===== src/rtl/viterbi_step_sequencer.sv =====
// Step sequencer for the HMM-Viterbi datapath: turns clk_div rises into one-cycle step strobes
// over a frame of NSTEPS steps. Define STEP_WDOG_EN to add the clk_div watchdog and sticky timeout.
module viterbi_step_sequencer #(
    parameter int NSTEPS   = 16,
    parameter int SWIDTH   = 8,
    parameter int WDOG_MAX = 1023,
    parameter int WWIDTH   = 10
) (
    input  logic              clk,
    input  logic              rst_n,
    input  logic              clk_div,
    input  logic              start,
    input  logic              abort,
    output logic              busy,
    output logic              step_en,
    output logic [SWIDTH-1:0] step_idx,
    output logic              first_step,
    output logic              last_step,
    output logic              done,
    output logic              timeout
);

    localparam logic [1:0] S_IDLE = 2'd0;
    localparam logic [1:0] S_RUN  = 2'd1;
    localparam logic [1:0] S_DONE = 2'd2;

    localparam logic [SWIDTH-1:0] LAST_IDX = SWIDTH'(NSTEPS - 1);

    logic [1:0]        state_q, state_d;
    logic [SWIDTH-1:0] cnt_q, cnt_d;
    logic              clk_div_q;
    logic              rise;
    logic              busy_q, busy_d;
    logic              step_en_q, step_en_d;
    logic [SWIDTH-1:0] step_idx_q, step_idx_d;
    logic              first_q, first_d;
    logic              last_q, last_d;
    logic              done_q, done_d;

`ifdef STEP_WDOG_EN
    localparam logic [WWIDTH-1:0] WDOG_LIM = WWIDTH'(WDOG_MAX - 1);

    logic [WWIDTH-1:0] wdog_q, wdog_d;
    logic              timeout_q, timeout_d;
`endif

    assign rise = clk_div & ~clk_div_q;

    // NOTE: every always_comb output gets a default first so no path leaves a latch behind.
    always_comb begin
        state_d    = state_q;
        cnt_d      = cnt_q;
        step_en_d  = 1'b0;
        step_idx_d = step_idx_q;
        first_d    = 1'b0;
        last_d     = 1'b0;
        done_d     = (state_q == S_DONE);
`ifdef STEP_WDOG_EN
        wdog_d     = wdog_q;
        timeout_d  = timeout_q;
`endif

        case (state_q)
            S_IDLE: begin
                // A rise coinciding with start is dropped: the first step waits a full clk_div period.
                if (start) begin
                    state_d = S_RUN;
                    cnt_d   = '0;
`ifdef STEP_WDOG_EN
                    wdog_d    = '0;
                    timeout_d = 1'b0;
`endif
                end
            end

            S_RUN: begin
                if (abort) begin
                    state_d = S_IDLE;
                    cnt_d   = '0;
                end else if (rise) begin
                    step_en_d  = 1'b1;
                    step_idx_d = cnt_q;
                    first_d    = (cnt_q == '0);
                    last_d     = (cnt_q == LAST_IDX);
`ifdef STEP_WDOG_EN
                    wdog_d     = '0;
`endif
                    if (cnt_q == LAST_IDX) begin
                        cnt_d   = '0;
                        state_d = S_DONE;
                    end else begin
                        cnt_d = cnt_q + SWIDTH'(1);
                    end
                end
`ifdef STEP_WDOG_EN
                // Fires after WDOG_MAX consecutive rise-free RUN cycles.
                else if (wdog_q == WDOG_LIM) begin
                    timeout_d = 1'b1;
                    state_d   = S_IDLE;
                    cnt_d     = '0;
                end else begin
                    wdog_d = wdog_q + WWIDTH'(1);
                end
`endif
            end

            S_DONE: begin
                state_d = S_IDLE;
            end

            default: begin
                state_d = S_IDLE;
                cnt_d   = '0;
            end
        endcase

        // busy stays up through the final strobe and drops together with done.
        busy_d = (state_d != S_IDLE);
    end

    always_ff @(posedge clk) begin
        if (!rst_n) begin
            state_q    <= S_IDLE;
            cnt_q      <= '0;
            // NOTE: resetting the edge register high keeps a clk_div already high at release from looking like a rise.
            clk_div_q  <= 1'b1;
            busy_q     <= 1'b0;
            step_en_q  <= 1'b0;
            step_idx_q <= '0;
            first_q    <= 1'b0;
            last_q     <= 1'b0;
            done_q     <= 1'b0;
        end else begin
            state_q    <= state_d;
            cnt_q      <= cnt_d;
            clk_div_q  <= clk_div;
            busy_q     <= busy_d;
            step_en_q  <= step_en_d;
            step_idx_q <= step_idx_d;
            first_q    <= first_d;
            last_q     <= last_d;
            done_q     <= done_d;
        end
    end

`ifdef STEP_WDOG_EN
    always_ff @(posedge clk) begin
        if (!rst_n) begin
            wdog_q    <= '0;
            timeout_q <= 1'b0;
        end else begin
            wdog_q    <= wdog_d;
            timeout_q <= timeout_d;
        end
    end

    assign timeout = timeout_q;
`else
    assign timeout = 1'b0;
`endif

    assign busy       = busy_q;
    assign step_en    = step_en_q;
    assign step_idx   = step_idx_q;
    assign first_step = first_q;
    assign last_step  = last_q;
    assign done       = done_q;

endmodule

===== config.mk =====
export PLATFORM = sky130hd
export DESIGN_NAME = viterbi_step_sequencer
export DESIGN_NICKNAME = d
export VERILOG_FILES = /design/src/rtl/viterbi_step_sequencer.sv
export SDC_FILE = /design/constraint.sdc
export NUM_CORES = 1
export LEC_CHECK = 0
export CAP_MARGIN = 20
export CORE_ASPECT_RATIO = 0.8
export CORE_MARGIN = 2
export CORE_UTILIZATION = 45
export DETAILED_ROUTE_END_ITERATION = 10
export PLACE_DENSITY = 0.74
export SLEW_MARGIN = 20
export SYNTH_ARGS = -nofsm -noshare
export SYNTH_HDL_FRONTEND = slang
export SYNTH_SLANG_ARGS = --single-unit
export TNS_END_PERCENT = 10

===== constraint.sdc =====
create_clock -name clk -period 1.3 [get_ports clk]
set_input_delay 0.325 -clock clk [delete_from_list [all_inputs] [get_ports clk]]
set_output_delay 0.325 -clock clk [all_outputs]
set_load 0.03 [all_outputs]

=== Word level (Yosys, flattened, before mapping) ===
Cells that the tools add are included.

* Register bits after elaboration: 24
* Bits in latches: 0
* Bits in writable memories: 0
* Bits in read-only memories: 0
* Output and inout port bits: 14
* Logic and storage cells: 40
* Memories: 0

* Add/sub/neg operators: 1
* $mul: 0
* Div/mod/pow operators: 0
* Order comparisons: 0
* Equal/unequal tests: 5
* Shift-type cells: 0
* Multiplexer cells: 11
* Bitwise operators: 7
* Reductions and logical operators: 7

{| class="wikitable"
|+ Operators with widths
! cell !! number
|-
| 8-bit 2-to-1 mux || 4
|-
| 8-bit one-hot mux with 3 select lines || 1
|-
| 8-bit by 1-bit adder with 8-bit output (second input constant) || 1
|-
| 8-bit by 4-bit == test with 1-bit output (second input constant) || 1
|-
| 8-bit logical NOT || 1
|-
| 2-bit 2-to-1 mux || 4
|-
| 1-bit inverter || 6
|-
| 3-bit AND reduction || 2
|-
| 2-bit one-hot mux with 2 select lines || 1
|-
| 4-bit OR reduction || 1
|-
| 3-bit != test (second input constant) || 1
|-
| 3-bit OR reduction || 1
|-
| 2-bit by 1-bit == test with 1-bit output (second input constant) || 1
|-
| 2-bit == test (second input constant) || 1
|-
| 2-bit logical NOT || 1
|-
| 2-bit != test (second input constant) || 1
|-
| 2-bit nonzero test || 1
|-
| 1-bit bitwise AND || 1
|-
| 1-bit 2-to-1 mux || 1
|}

=== Logic depth before layout (Yosys ltp) ===
Gate-level depths: netlist of the first run.

* Depth in word-level cells: 6
* Mapped depth: 6
* Gate-level depth less buffers: 4

=== Least setup slack after synthesis of the first run ===
Ideal clock, no wire load.

* Kind: register -> register
* Start: register state_q[0]
* End: register cnt_q[6]
* Data arrival time: 1.367 ns
* Required time: 1.230 ns
* Path slack: -0.136 ns
* Cell stages (with the launch flop): 6
* Buffers on the path: 1
* Period minus slack after synthesis: 1.436 ns
* Cells stage by stage: dfxtp_1 -> buf_6 -> or3b_4 -> o22ai_4 -> or4_1 -> a21oi_1

* Cells in the longest elaborated chain, start to end: 3

{| class="wikitable"
|+ RTL lines
! item !! line !! source
|-
| start: declaration || 29 || <nowiki>logic [1:0] state_q, state_d;</nowiki>
|-
| start signal: assignment || 134 || <nowiki>state_q <= state_d;</nowiki>
|-
| 2-bit by 1-bit == test with 1-bit output, or another cell as far along || 63 || <nowiki>case (state_q)</nowiki>
|-
| 3-bit != test (no source line), or another cell as far along || - ||
|-
| 3-bit AND reduction (no source line) || - ||
|-
| end signal: assignment || 135 || <nowiki>cnt_q <= cnt_d;</nowiki>
|-
| end: declaration || 30 || <nowiki>logic [SWIDTH-1:0] cnt_q, cnt_d;</nowiki>
|}

Several ways; a longest one is shown, not always the timed one.
A chain may end at the register's enable or synchronous reset.

=== Worst setup path in the final report of the first run ===
* Start: register cnt_q[0]
* End: register cnt_q[5]

* Cells in the longest elaborated chain, start to end: 5

{| class="wikitable"
|+ RTL lines
! item !! line !! source
|-
| 8-bit by 1-bit adder with 8-bit output / 8-bit by 4-bit == test with 1-bit output (equally long branches) || 92, 88 ||
|-
| 8-bit 2-to-1 mux (*) || 88 || <nowiki>if (cnt_q == LAST_IDX) begin</nowiki>
|-
| 8-bit 2-to-1 mux (*) || 80 || <nowiki>end else if (rise) begin</nowiki>
|-
| 8-bit 2-to-1 mux (*) || 77 || <nowiki>if (abort) begin</nowiki>
|-
| 8-bit one-hot mux with 3 select lines (*) || 63 ||
|}

Every way passes the cells marked *; elsewhere a longest branch is shown, timed or not. The select of a mux whose other input is x is not followed.

==> metrics, run 1 <==
critical path class register to register; EDFF count, synth 0; overall routing resource usage 18.3%; R2R Setup Slk -0.23 ns; area grow syn2layout 48.4%; via/cell ratio 5.36; Port Buffers 17; Starting Density 47.4%; Worst-path clk slew 0.13 ns; Initial DRC Count 22; most frequent cells after synthesis 24 x dfxtp_1, 22 x nand2_1, 14 x a21oi_1; RR Startpoint cnt_q[0]$_SDFFE_PN0P_; Nets 165; Critical Path Source cnt_q[0]$_SDFFE_PN0P_; multi-input combinational cell area 561 µm²; Worst Setup End Kind register; Post-Route WL 2.53 mm; Core Util, Final 70.4%; YS warnings 0; PD cells 972 nW/µm²; critical path, cell by cell ha_1 > buf_4 > a41oi_2 > o21ai_2 > a21oi_1; FFs w/ async S/R, synth 0%; Inst Count DP 174; via count 976; critical path capture point cnt_q[5]$_SDFFE_PN0P_; Syn Std Cell Area 1020 µm²; HPWL after detailed placement 1.75 mm; syn nets 122; initial antenna violation count 0; final hold viol count 0; H-tree depth 1; Final setup viols 16; outcome finished, violations left; post-synthesis instance total 115; I/O pin cnt 19; DR pass1 iterations 4; CP arrival 1.74 ns; slowest CP cell dfxtp_1; first-pass GRT wire length 3.71 mm; final cycle utilization of the critical path 118%; top-area cell type share of the netlist area 46.9%; CP startpoint kind register; violated checks negative setup slack; FILL cells 166; ranking of synthesized cells by area dfxtp_1 47%, nand2_1 8.1%, a21oi_1 6.8%; Power, Total 1.48 mW; clock skew 0.00264 ns; clk root buf clkbuf_4; vias in the first global route 844; worst hold-check path type input pin to register; VDD IR-drop max 0.00129 V; Num CTS Buffers 3; Achievable Freq 0.653 GHz; Antenna Nets Post-Route 0; crit path max fanout 6; Overflow after GRT 0; Leak Pwr 0.621 nW; reg2reg path depth 5; worst skew pair latency 0.32 ns; die area 2670 µm²; synthesis-stage register bit count 24; critical path's largest stage delay 0.47 ns; largest net degree at the start of global routing 15; drt drc 0; post-synthesis sequential area ratio 46.9%; max-slew violations 0; top-count cell post-synth dfxtp_1; final hold slack 0.214 ns; worst reg2reg path endpoint cnt_q[5]$_SDFFE_PN0P_; required time of the critical path 1.51 ns; wire length per cell 13.9 µm; placer congestion estimate 0.829; largest area contributor in the netlist dfxtp_1; Die Y 46.7 µm; post-synth cell types 36; Core Footprint 2160 µm²; TritonCTS clock tree yes; slack of the critical path -0.231 ns; top_reg_cell synth dfxtp_1; Post-Syn Area per Cell 8.90 µm²; final std cells w/o fill 182; RSZ-0062 raised after global routing yes; Die Span X 57.3 µm; maximum clock path buffer count 2; row count 15; layout cells sized above 1 45.2%; clock sink count 24; max-cap check violation count 0; n_diodes 0; Storage cell area 489 µm²; Final Critical Period 1.53 ns
[routing by layer]
metal / part of all wire [%] / track usage (%) / vias up
met1: 45 / 22.2 / 469
li1: - / - / 483
met3: 3.3 / 5.06 / 2
met4: 0.55 / 4.19 / 0
met5: 0 / 0 / -
met2: 51 / 32.9 / 22
[what timing repair did]
action,4_1_cts,5_1_grt
buffers inserted,2,2
pin swaps,1,2
gates resized for setup,23,19
setup endpoints to repair,25,24
hold buffers,0,0
[placed cells by master, fill, tap and decap left out, types with 2 or more instances in the layout]
master	instances
buf_6	5
o31ai_1	3
a21oi_1	9
clkbuf_4	3
inv_1	4
buf_2	2
nand4_1	2
or3_1	2
or4_1	2
nand3_1	2
nand2_2	5
o21ai_0	3
dlygate4sd2_1	2
and2b_2	2
nor2_1	6
a21oi_2	5
dfxtp_4	2
nand2_1	17
buf_4	31
ha_1	2
xnor2_1	2
dfxtp_1	21
[cell type report]
class,instances,share of cell area (%)
clock buffers,3,1.48
clock inverters,1,1.98
inverters,4,0.988
multi-input cells,81,36.9
flip-flops and latches,24,32.2
well taps,25,2.06
repair buffers,44,24.4
[how the worst min path moves through the flow]
stage	end	cells past startpoint	startpoint	slack (ns)
floorplan	clk_div_q$_SDFF_PN1_	1	rst_n	0.40
global placement	step_idx[0]$_SDFFE_PN0P_	2	step_idx[0]$_SDFFE_PN0P_	0.44
detailed placement	step_idx[7]$_SDFFE_PN0P_	2	step_idx[7]$_SDFFE_PN0P_	0.45
CTS	step_idx[7]$_SDFFE_PN0P_	2	step_idx[7]$_SDFFE_PN0P_	0.47
global route	clk_div_q$_SDFF_PN1_	2	clk_div	0.25
finish	clk_div_q$_SDFF_PN1_	2	clk_div	0.21
[stage by stage]
step / setup WS, ns / setup TNS [ns] / cell area [µm²]
floorplan: -0.111 / -0.752 / 1030
global placement: -0.519 / -10.07 / 1350
detailed placement: -0.604 / -10.94 / 1350
CTS: -0.204 / -1.58 / 1470
global route: -0.283 / -2.92 / 1520
finish: -0.231 / -1.93 / 1520
[critical path: cells and delay by family (launching register included)]
kind	cells	cell delay (ns)
AOI/OAI and AO/OA	3	0.58
DFF	1	0.47
adders and majority gates	1	0.23
buffers and inverters	1	0.14
[cells by family after synthesis]
kind of cell | synth area share (%)
AOI/OAI and AO/OA | 18.2
xor gates and xnor gates | 1.71
and+or+nand+nor | 25.3
DFF | 46.9
adders and majority gates | 2.44
buffers and inverters | 5.01
other | 0.366
[power breakdown]
part / total (mW) / internal (mW) / leakage, nW / switching [mW]
logic: 0.179 / 0.0900 / 0.397 / 0.0893
clock network: 0.543 / 0.312 / 0.0279 / 0.231
registers: 0.754 / 0.745 / 0.195 / 0.00909
[state kept, by name, summed over array words and instances, names as in the netlist]
name / flops
first_step: 1
state_q: 2
step_en: 1
busy: 1
done: 1
step_idx: 8
cnt_q: 8
last_step: 1
clk_div_q: 1
Power figures use the tool's default switching activity.
==> run 2, diff against run 1 <==
Settings changed: ABC_CLOCK_PERIOD_IN_PS set to 1300, CORE_UTILIZATION 45 to 53, DONT_BUFFER_PORTS set to 1, PLACE_DENSITY 0.74 to 0.72.
==> metrics, run 2 (synthesized netlist as in run 1, its figures left out) <==
outcome finished, violations left; violated checks negative setup slack; clock sink count 24; final std cells w/o fill 156; CP top delay family compound AO/OA/AOI/OAI gates; H-tree depth 1; drt drc 0; vias in the first global route 828; Post-CTS Setup Bufs 0; initial antenna violation count 0; layout cells sized above 1 32.6%; largest net degree at the start of global routing 14; wire length per cell 14.6 µm; VDD IR-drop max 0.000628 V; Worst Setup End Kind register; Fin Setup TNS -1.13 ns; Antenna Nets Post-Route 0; final hold viol count 0; Overflow after GRT 0; CP bufs+invs 0; placer congestion estimate 0.884; Final setup viols 11; I/O pin cnt 19; final cycle utilization of the critical path 110%; Leak Pwr 0.460 nW; critical path, cell by cell or3b_4 > o22ai_4 > o21ai_2 > a21oi_1; required time of the critical path 1.56 ns; multi-input combinational cell area 524 µm²; critical path class register to register; CP startpoint kind register; maximum clock path buffer count 2; Initial DRC Count 27; area grow syn2layout 21.3%; Achievable Freq 0.696 GHz; via/cell ratio 5.73; leading cell types in the layout, fill and taps excluded 21 x nand2_1, 19 x dfxtp_1, 18 x buf_4; PD cells 1030 nW/µm²; Storage cell area 489 µm²; slowest CP cell or3b_4; crit path max fanout 7; slack of the critical path -0.136 ns; first-pass GRT wire length 3.67 mm; Post-Route WL 2.27 mm; Die Y 43.3 µm; Starting Density 55.1%; die area 2300 µm²; HPWL after detailed placement 1.72 mm; clk root buf clkbuf_4; Num CTS Buffers 3; Final Critical Period 1.44 ns; clock skew 0.00790 ns; n_diodes 0; critical path's largest stage delay 0.44 ns; worst skew pair latency 0.33 ns; commonest non-fill, non-tap cell in the layout nand2_1; Die Span X 53.1 µm; row count 14; TritonCTS clock tree yes; CP arrival 1.69 ns; FILL cells 155; Port Buffers 0; via count 894; Nets 140; Inst Count DP 152; overall routing resource usage 22.8%; DR pass1 iterations 4; max-slew violations 0; Worst-path clk slew 0.13 ns; RSZ-0062 raised after global routing yes; max-cap check violation count 0; Core Footprint 1860 µm²; worst hold-check path type input pin to register
==> run 2: cell types whose count changed in the layout (fill, tap and decap cells not counted), moves of 3 or more <==
cell     before  now
nand2_2       5    1
a21oi_2       5    0
a21oi_1       9   14
dfxtp_2       1    4
buf_6         5    1
nand2_1      17   21
buf_4        31   18
==> run 2: layout make-up <==
class                      instances  area share [%]
clock buffer                       4            2.92
inverter                           4            1.21
multi-input combinational         81            42.2
sequential                        24            39.4
tap                               24            2.42
timing repair buffer              19            11.8
==> run 2: path summary, 6_finish.rpt <==
kind,start,to,slack [ns],depth (start not counted)
worst max-delay path,state_q[1]$_SDFF_PN0_,cnt_q[3]$_SDFFE_PN0P_,-0.14,4
worst max register to register,state_q[1]$_SDFF_PN0_,cnt_q[3]$_SDFFE_PN0P_,-0.14,4
worst min-delay path,rst_n,clk_div_q$_SDFF_PN1_,0.08,1
worst min register to register,cnt_q[1]$_SDFFE_PN0P_,cnt_q[1]$_SDFFE_PN0P_,0.50,2
==> run 2: what timing repair did <==
item / CTS / global route
endpoints found under the setup margin: 19 / 18
hold buffers: 0 / 0
gates resized for setup: 11 / 2
pin swaps: 0 / 0
==> run 2: layer usage <==
metal	vias up	routed length, µm	global-route usage [%]
met5	-	0	0
met4	0	51	10.3
met2	23	1130	37.3
li1	433	-	-
met3	8	96	9.15
met1	430	991	26.0
==> run 2: power by group <==
| part | switching (mW) | leakage (nW) | internal [mW] | total, mW |
|---|---|---|---|---|
| Combinational | 0.0603 | 0.242 | 0.0473 | 0.108 |
| Clock | 0.229 | 0.0210 | 0.172 | 0.401 |
| Sequential | 0.0172 | 0.197 | 0.748 | 0.765 |
| Total | 0.307 | 0.460 | 0.967 | 1.27 |
==> run 2: metrics by stage <==
step | setup WS, ns | util, % | power (mW) | area [µm²] | hold slack, ns
floorplan | -0.111 | - | 0.862 | 1030 | 0.398
global placement | -0.104 | 63.0 | 0.879 | 1170 | 0.406
detailed placement | -0.175 | 63.0 | 0.881 | 1170 | 0.419
CTS | -0.133 | 66.5 | 1.28 | 1230 | 0.0753
global route | -0.225 | 66.8 | 1.33 | 1240 | 0.0597
finish | -0.136 | 66.8 | 1.27 | 1240 | 0.0825
